<file path="src/rtl/issue_queue.sv">
// rtl/issue_queue.sv - in-order instruction buffer between IF and issue, one dispatch per cycle.
// Optional same-cycle empty-queue bypass enabled by defining IQ_BYPASS_EN.
`ifndef INS_DAT_W
`define INS_DAT_W 32
`endif
`ifndef REG_DAT_W
`define REG_DAT_W 32
`endif

module issue_queue #(
   parameter int DEPTH_W     = 4,
   parameter int FULL_MARGIN = 2
) (
   input  logic                  clk,
   input  logic                  rst,
   input  logic                  en,
   input  logic                  iIF_En,
   input  logic [`INS_DAT_W-1:0] iIF_Ins,
   input  logic                  iIF_Bj,
   input  logic [`REG_DAT_W-1:0] iIF_Pc,
   input  logic [`REG_DAT_W-1:0] iIF_Pjt,
   output logic                  oIF_Full,
   input  logic                  iROB_Full,
   input  logic                  iRS_Full,
   input  logic                  iLSB_Full,
   input  logic                  iROB_Clr,
   output logic                  oIS_En,
   output logic [`INS_DAT_W-1:0] oIS_Ins,
   output logic                  oIS_Bj,
   output logic [`REG_DAT_W-1:0] oIS_Pc,
   output logic [`REG_DAT_W-1:0] oIS_Pjt
);

   localparam int DEPTH = 1 << DEPTH_W;
   localparam logic [DEPTH_W:0] DEPTH_CNT = (DEPTH_W+1)'(DEPTH);
   localparam logic [DEPTH_W:0] FULL_THR  = (DEPTH_W+1)'(DEPTH - FULL_MARGIN);

   logic [`INS_DAT_W-1:0] ins_mem_q [DEPTH];
   logic                  bj_mem_q  [DEPTH];
   logic [`REG_DAT_W-1:0] pc_mem_q  [DEPTH];
   logic [`REG_DAT_W-1:0] pjt_mem_q [DEPTH];

   logic [DEPTH_W-1:0]    head_q, head_d, tail_q, tail_d;
   logic [DEPTH_W:0]      count_q, count_d;
   logic                  is_en_q, is_en_d;
   logic [`INS_DAT_W-1:0] is_ins_q, is_ins_d;
   logic                  is_bj_q, is_bj_d;
   logic [`REG_DAT_W-1:0] is_pc_q, is_pc_d;
   logic [`REG_DAT_W-1:0] is_pjt_q, is_pjt_d;

   logic                  accept, push_ok, push_store, pop, bypass;
   logic [`INS_DAT_W-1:0] head_ins;

   // Loads and stores go to the LSB; everything else goes to the RS.
   function automatic logic unit_ready(input logic [6:0] opcode, input logic lsb_full,
                                       input logic rs_full);
      logic is_mem;
      is_mem = (opcode == 7'b0000011) || (opcode == 7'b0100011);
      return is_mem ? !lsb_full : !rs_full;
   endfunction

   always_comb begin
      head_ins = ins_mem_q[head_q];
      accept   = en && !iROB_Clr;
      push_ok  = iIF_En && accept && (count_q != DEPTH_CNT);
      pop      = (count_q != '0) && accept && !iROB_Full
                 && unit_ready(head_ins[6:0], iLSB_Full, iRS_Full);
`ifdef IQ_BYPASS_EN
      bypass   = push_ok && (count_q == '0) && !iROB_Full
                 && unit_ready(iIF_Ins[6:0], iLSB_Full, iRS_Full);
`else
      bypass   = 1'b0;
`endif
      push_store = push_ok && !bypass;
   end

   always_comb begin
      head_d   = head_q;
      tail_d   = tail_q;
      count_d  = count_q;
      is_en_d  = 1'b0;
      is_ins_d = is_ins_q;
      is_bj_d  = is_bj_q;
      is_pc_d  = is_pc_q;
      is_pjt_d = is_pjt_q;
      if (en) begin
         if (iROB_Clr) begin
            head_d  = '0;
            tail_d  = '0;
            count_d = '0;
         end else begin
            if (push_store)
               tail_d = tail_q + DEPTH_W'(1);
            if (pop) begin
               head_d   = head_q + DEPTH_W'(1);
               is_en_d  = 1'b1;
               is_ins_d = head_ins;
               is_bj_d  = bj_mem_q[head_q];
               is_pc_d  = pc_mem_q[head_q];
               is_pjt_d = pjt_mem_q[head_q];
            end
            if (bypass) begin
               is_en_d  = 1'b1;
               is_ins_d = iIF_Ins;
               is_bj_d  = iIF_Bj;
               is_pc_d  = iIF_Pc;
               is_pjt_d = iIF_Pjt;
            end
            count_d = count_q + (DEPTH_W+1)'(push_store) - (DEPTH_W+1)'(pop);
         end
      end
   end

   always_ff @(posedge clk) begin
      if (rst) begin
         head_q   <= '0;
         tail_q   <= '0;
         count_q  <= '0;
         is_en_q  <= 1'b0;
         is_ins_q <= '0;
         is_bj_q  <= 1'b0;
         is_pc_q  <= '0;
         is_pjt_q <= '0;
      end else begin
         head_q   <= head_d;
         tail_q   <= tail_d;
         count_q  <= count_d;
         is_en_q  <= is_en_d;
         is_ins_q <= is_ins_d;
         is_bj_q  <= is_bj_d;
         is_pc_q  <= is_pc_d;
         is_pjt_q <= is_pjt_d;
      end
   end

   // Entry storage needs no reset; occupancy is tracked solely by count.
   always_ff @(posedge clk) begin
      if (!rst && push_store) begin
         ins_mem_q[tail_q] <= iIF_Ins;
         bj_mem_q[tail_q]  <= iIF_Bj;
         pc_mem_q[tail_q]  <= iIF_Pc;
         pjt_mem_q[tail_q] <= iIF_Pjt;
      end
   end

   assign oIF_Full = (count_q >= FULL_THR);
   assign oIS_En   = is_en_q;
   assign oIS_Ins  = is_ins_q;
   assign oIS_Bj   = is_bj_q;
   assign oIS_Pc   = is_pc_q;
   assign oIS_Pjt  = is_pjt_q;

endmodule
</file>
<file path="config.mk">
export PLATFORM = sky130hd
export DESIGN_NAME = issue_queue
export DESIGN_NICKNAME = d
export VERILOG_FILES = /design/src/rtl/issue_queue.sv
export SDC_FILE = /design/constraint.sdc
export NUM_CORES = 2
export LEC_CHECK = 0
export ABC_AREA = 1
export ABC_CLOCK_PERIOD_IN_PS = 8200
export BUFFER_PORTS_ARGS = -buffer_cell sky130_fd_sc_hd__buf_2
export CORE_MARGIN = 3
export CORE_UTILIZATION = 35
export CTS_CLUSTER_DIAMETER = 150
export DETAILED_ROUTE_END_ITERATION = 6
export HOLD_SLACK_MARGIN = 0.15
export PLACE_DENSITY_LB_ADDON = 0.25
export SLEW_MARGIN = 20
export SYNTH_ARGS = -nofsm -noshare
export SYNTH_HDL_FRONTEND = slang
export SYNTH_SLANG_ARGS = --single-unit
</file>
<file path="constraint.sdc">
create_clock -name clk -period 8.2 [get_ports clk]
set_input_delay 0.82 -clock clk [delete_from_list [all_inputs] [get_ports clk]]
set_output_delay 0.82 -clock clk [all_outputs]
set_load 0.005 [all_outputs]
</file>
After elaboration in Yosys (flattened, before gate mapping)
Memories as Yosys holds them, arrays and structs flattened. A register that Yosys moved wholly into a read port is not among the register bits.
Index checks and enable logic that the tools add are counted.
{"block": "totals", "regBits": 46, "latch_bits": 0, "ram_bits": 1552, "rom_bits": 0, "inputBits": 105, "output_inout_bits": 99, "mem_count": 4}
{"block": "op_classes", "addsub": 4, "multipliers": 0, "div_mod_pow": 0, "n_lt_le_gt_ge": 1, "n_eq_ne": 3, "shift": 0, "n_mux": 11, "bitwise_logic": 2, "n_reduce_logical": 20}
{"name": "ins_mem_q", "depth": 16, "width": 32, "read_ports": 1, "rd_clocked_by_memory_dff": 1, "wr": 1, "line": "38", "source": "logic [`INS_DAT_W-1:0] ins_mem_q [DEPTH];"}
{"name": "pc_mem_q", "depth": 16, "width": 32, "read_ports": 1, "rd_clocked_by_memory_dff": 1, "wr": 1, "line": "40", "source": "logic [`REG_DAT_W-1:0] pc_mem_q [DEPTH];"}
{"name": "pjt_mem_q", "depth": 16, "width": 32, "read_ports": 1, "rd_clocked_by_memory_dff": 1, "wr": 1, "line": "41", "source": "logic [`REG_DAT_W-1:0] pjt_mem_q [DEPTH];"}
{"name": "bj_mem_q", "depth": 16, "width": 1, "read_ports": 1, "rd_clocked_by_memory_dff": 1, "wr": 1, "line": "39", "source": "logic bj_mem_q [DEPTH];"}
{"operator": "2-to-1 mux 4 bit", "n": 6}
{"operator": "adder 4 x 1 -> 4 bit, second input constant", "n": 2}
{"operator": "== test 7 x 2 -> 1 bit, second input constant", "n": 1}
{"operator": "== test 7 x 6 -> 1 bit, second input constant", "n": 1}
{"operator": "logical AND 1 bit", "n": 7}
{"operator": "adder 5 x 1 -> 5 bit", "n": 1}
{"operator": ">= comparator 5 x 4 -> 1 bit, second input constant", "n": 1}
{"operator": "logical NOT 1 bit", "n": 5}
{"operator": "2-to-1 mux 5 bit", "n": 1}
{"operator": "!= test 5 bit, second input constant", "n": 1}
{"operator": "nonzero test 5 bit", "n": 1}
{"operator": "subtractor 5 x 1 -> 5 bit", "n": 1}
{"operator": "2-to-1 mux 1 bit", "n": 4}
{"operator": "AND reduction 2 bit", "n": 2}
{"operator": "nonzero test 2 bit", "n": 2}
{"operator": "AND reduction 3 bit", "n": 1}
{"operator": "OR reduction 3 bit", "n": 1}
{"operator": "inverter 1 bit", "n": 2}
{"operator": "logical OR 1 bit", "n": 1}

Depth between registers and ports, before layout
{"block": "logic_depth", "word_depth": 9, "mapped_depth": 29}

Worst setup path after synthesis
Ideal clock, no wire load.
{"block": "synth_timing", "kind": "input to register", "startpoint": "input port en", "endpoint": "memory bj_mem_q[0] (enable)", "setup_ns": 0.554, "t_arrival_ns": 5.841, "required_time_ns": 7.646, "setup_slack_ns": 1.806, "cell_stages": 7, "n_path_buf": 1, "cell_sequence": "buf_2 -> inv_1 -> nor2_1 -> nand2_1 -> nor2_1 -> nand2_1 -> nor2_1"}
{"block": "synth_between", "elab_chain_len": 6}
{"item": "start: declaration", "line": "16", "source": "input logic en,"}
{"item": "logical AND 1 bit", "line": "64", "source": "accept = en && !iROB_Clr;"}
{"item": "logical AND 1 bit (2 in series)", "line": "65", "source": "push_ok = iIF_En && accept && (count_q != DEPTH_CNT);"}
{"item": "logical AND 1 bit", "line": "138", "source": "if (!rst && push_store) begin"}
{"item": "2-to-1 mux 1 bit", "line": "138"}
{"item": "2-to-1 mux 1 bit (not written as such)", "line": "140", "source": "bj_mem_q[tail_q] <= iIF_Bj;"}
{"item": "end: declaration", "line": "39"}
Every way passes these cells.

==> flow_metrics.py <==
metrics = {
    "final_layout": {
        "fin_util_pct": 40.3,
        "n_fill_cell": 16700,
        "syn2layout_area_growth_pct": 13.9,
        "drive_above_1_share_pct": 12.3,
        "nNetsFinal": 4971,
    },
    "yosys": {
        "ys_top_cells_by_area": "edfxtp_1, o21ai_0, nand2_1",
        "synth_seq_area_share_pct": 76.3,
        "synthFlopType": "edfxtp_1",
        "ys_async_sr_fraction_pct": 0,
        "synthDistinctLibCells": 38,
        "synth.most_common_cell": "edfxtp_1",
        "mappedNetlistArea_mm2": 0.0641,
        "synth_largest_area_cell": "edfxtp_1",
        "ys_seq_elements": 1667,
        "postSynthCellCount": 4749,
        "synth_top_area_share_pct": 72.7,
        "yosys_warnings": 0,
        "synth_nets": 4869,
        "synth_edf_count": 1552,
        "yosys-top-cells-count": "edfxtp_1, nand2_1, o21ai_0",
        "syn_area_per_cell_um2": 13.5,
    },
    "detailed_routing": {
        "drt_iter0_drc": 3832,
        "via_count": 39700,
        "via_per_inst": 5.39,
        "ant_nets": 0,
        "drt-wirelength-per-cell_um": 24.9,
        "drt-total-wl_um": 183000,
        "drt-pass1-iter-count": 6,
        "drc": 0,
    },
    "placement": {
        "pre_cts_slack_ns": 1.95,
        "hpwlAfterDp_um": 88100,
        "port_buffers": 203,
        "gp_congestion": 0.756,
    },
    "outcome": {
        "run_status": "finished clean",
    },
    "pwr": {
        "pwr-share-comb_pct": 2.2,
        "swShare_pct": 20.7,
        "clock_power_share_pct": 44.0,
        "p_seq_share_pct": 53.8,
        "peakVddDrop_v": 0.000218,
        "switching_power_mw": 3.59,
        "pwr_density_cell_mw_per_mm2": 237,
        "p_int_mw": 13.7,
        "leakagePower_nw": 24.0,
    },
    "clock_tree": {
        "htreeDepth": 4,
        "post_cts_buffers": 0,
        "clk_pin_slew_worst_paths_ns": 0.06,
        "insertion_delay_ns": 0.81,
        "cts.repair.resized": 0,
        "cts-root-buf": "clkbuf_16",
        "clk_path_buf_depth": 3,
        "cts_hold_buffers": 0,
        "numCtsBuffers": 174,
        "cts.sinks": 1667,
        "cts_tree": "done",
    },
    "setup_path": {
        "cp-end-kind": "flip-flop",
        "cp-start-kind": "flip-flop",
        "cp_max_fo": 112,
        "worstPathArrival_ns": 6.85,
        "crit_required_ns": 8.84,
        "worstSetupPathType": "flip-flop to flip-flop",
    },
    "timing": {
        "drv_slew": 0,
        "worstMarginPinSlew_ns": 1.16,
        "whs_ns": 0.377,
        "hold_violations": 0,
        "period_needed_ns": 6.21,
        "setup_ws_ns": 1.99,
        "skew_ns": 0.0286,
        "tns_ns": 0,
        "rsz0062_at_grt": "no",
        "setup_viol": 0,
        "slew_headroom_pct": 22.8,
        "fin_crit_sh_pct": 75.8,
        "max_freq_mhz": 161,
    },
    "floorplanning": {
        "io-pin-count": 204,
        "dieArea_mm2": 0.188,
        "start_util_pct": 35.3,
        "die_h_um": 434,
        "rows": 156,
        "coreArea_mm2": 0.181,
        "die_w_um": 434,
    },
    "run": {
        "maxCapViolations": 0,
    },
    "grt": {
        "antenna_found_initial": 46,
        "grt.total_usage_pct": 19.2,
        "grt_overflow": 0,
        "grt_pass1_wl_um": 269000,
        "grt_pass1_vias": 39300,
        "grt_max_degree": 209,
    },
    "min_path": {
        "min-delay-path-class": "input pin to flip-flop",
    },
}
## worst paths after layout
check / from / to / slack (ns) / cells past startpoint
worst min-delay path: en / count_q[0] / 0.38 / 2
worst max register to register: flip-flop / count_q[4] / 1.99 / 26
worst max-delay path: flip-flop / count_q[4] / 1.99 / 26
worst min register to register: oIS_Pc[23] / oIS_Pc[23] / 0.46 / 2
## cells in the final DEF, fill, tap and decap left out, types with 6 or more instances in the layout
master and instances:
bufinv_16 7, nor2_1 512, nand2_1 660, o22ai_1 101, edfxtp_1 1552, buf_4 54, inv_1 79, inv_6 6
nand2_2 20, nor2_4 16, clkinv_1 27, nand3_1 217, a21oi_2 19, o21ai_0 534, clkbuf_16 177, o211ai_1 69
clkbuf_1 46, dfxtp_4 7, buf_2 202, clkinv_2 34, o221ai_1 263, clkbuf_8 16, a31o_2 20, ha_1 14
dfxtp_1 107, buf_12 10, diode_2 11, clkinv_8 6, a21oi_1 184
## power groups by stage
stage | clock, mW | combinational [mW] | sequential, mW
final | 7.62 | 0.389 | 9.31
after global routing | 8.10 | 0.422 | 9.31
after CTS | 7.77 | 0.391 | 9.31
after detailed placement | 0 | 0.390 | 9.49
after global placement | 0 | 0.387 | 9.49
after floorplan | 0 | 0.165 | 9.49
## cells by family (layout without fill, tap and decap cells)
group	after synthesis	in the layout	share of synthesized area (%)
simple gates	1439	1439	8.98
fa+ha+maj	15	15	0.305
flops	1667	1667	76.3
compound gates	1197	1197	11.6
buf+inv	430	676	2.80
other cells	0	11	0
xor+xnor	1	1	0.0137
## worst max-delay path, stage by stage, from the launching register on
cell      delay [ns]
dfxtp_4         0.91
inv_6           0.48
buf_4           0.48
nand2_1         0.14
nand2_1         0.05
nand2_1         0.05
nand3_1         0.09
nand3_1         0.12
nand2_1         0.12
nor2_1          0.15
nand3_1         0.10
nand2_1         0.10
nand3_4         0.65
inv_6           0.85
ha_1            0.35
inv_1           0.06
ha_1            0.15
inv_1           0.06
fa_1            0.38
inv_1           0.07
nand2_1         0.07
a21oi_1         0.14
nor2_1          0.06
inv_1           0.06
a21boi_0        0.06
o21ai_0         0.08
a21oi_1         0.08
## sequential cells by signal, indices dropped and copies added, names as in the netlist, 5 cells and up, named ones only
register   flops
pjt_mem_q    512
oIS_Pjt       32
count_q        5
oIS_Ins       32
ins_mem_q    512
bj_mem_q      16
pc_mem_q     512
oIS_Pc        32
## cell type report
class	count	area, um^2	area share, %
clock buffer	239	4820	6.61
clock inverter	81	679	0.931
timing repair buffer	268	1660	2.27
multi-input combinational	2652	13500	18.6
antenna	11	27.5	0.0377
inverter	88	363	0.497
sequential	1667	48900	67.0
tap	2370	2970	4.06
## metrics by stage
stage,cells,power [mW],area [um^2]
after floorplan,4749,9.65,64100
after global placement,7042,9.88,67400
after detailed placement,7044,9.88,67400
after CTS,7364,17.5,72900
after global routing,7369,17.8,73000
final,7376,17.3,73000
## per-layer routing
| layer | part of all wire, % | global-route usage [%] |
|---|---|---|
| met5 | 0.064 | 0 |
| met4 | 2.5 | 5.41 |
| met3 | 5.5 | 3.21 |
| met2 | 49 | 32.5 |
| met1 | 43 | 25.5 |
(Power assumes the default switching activity.)
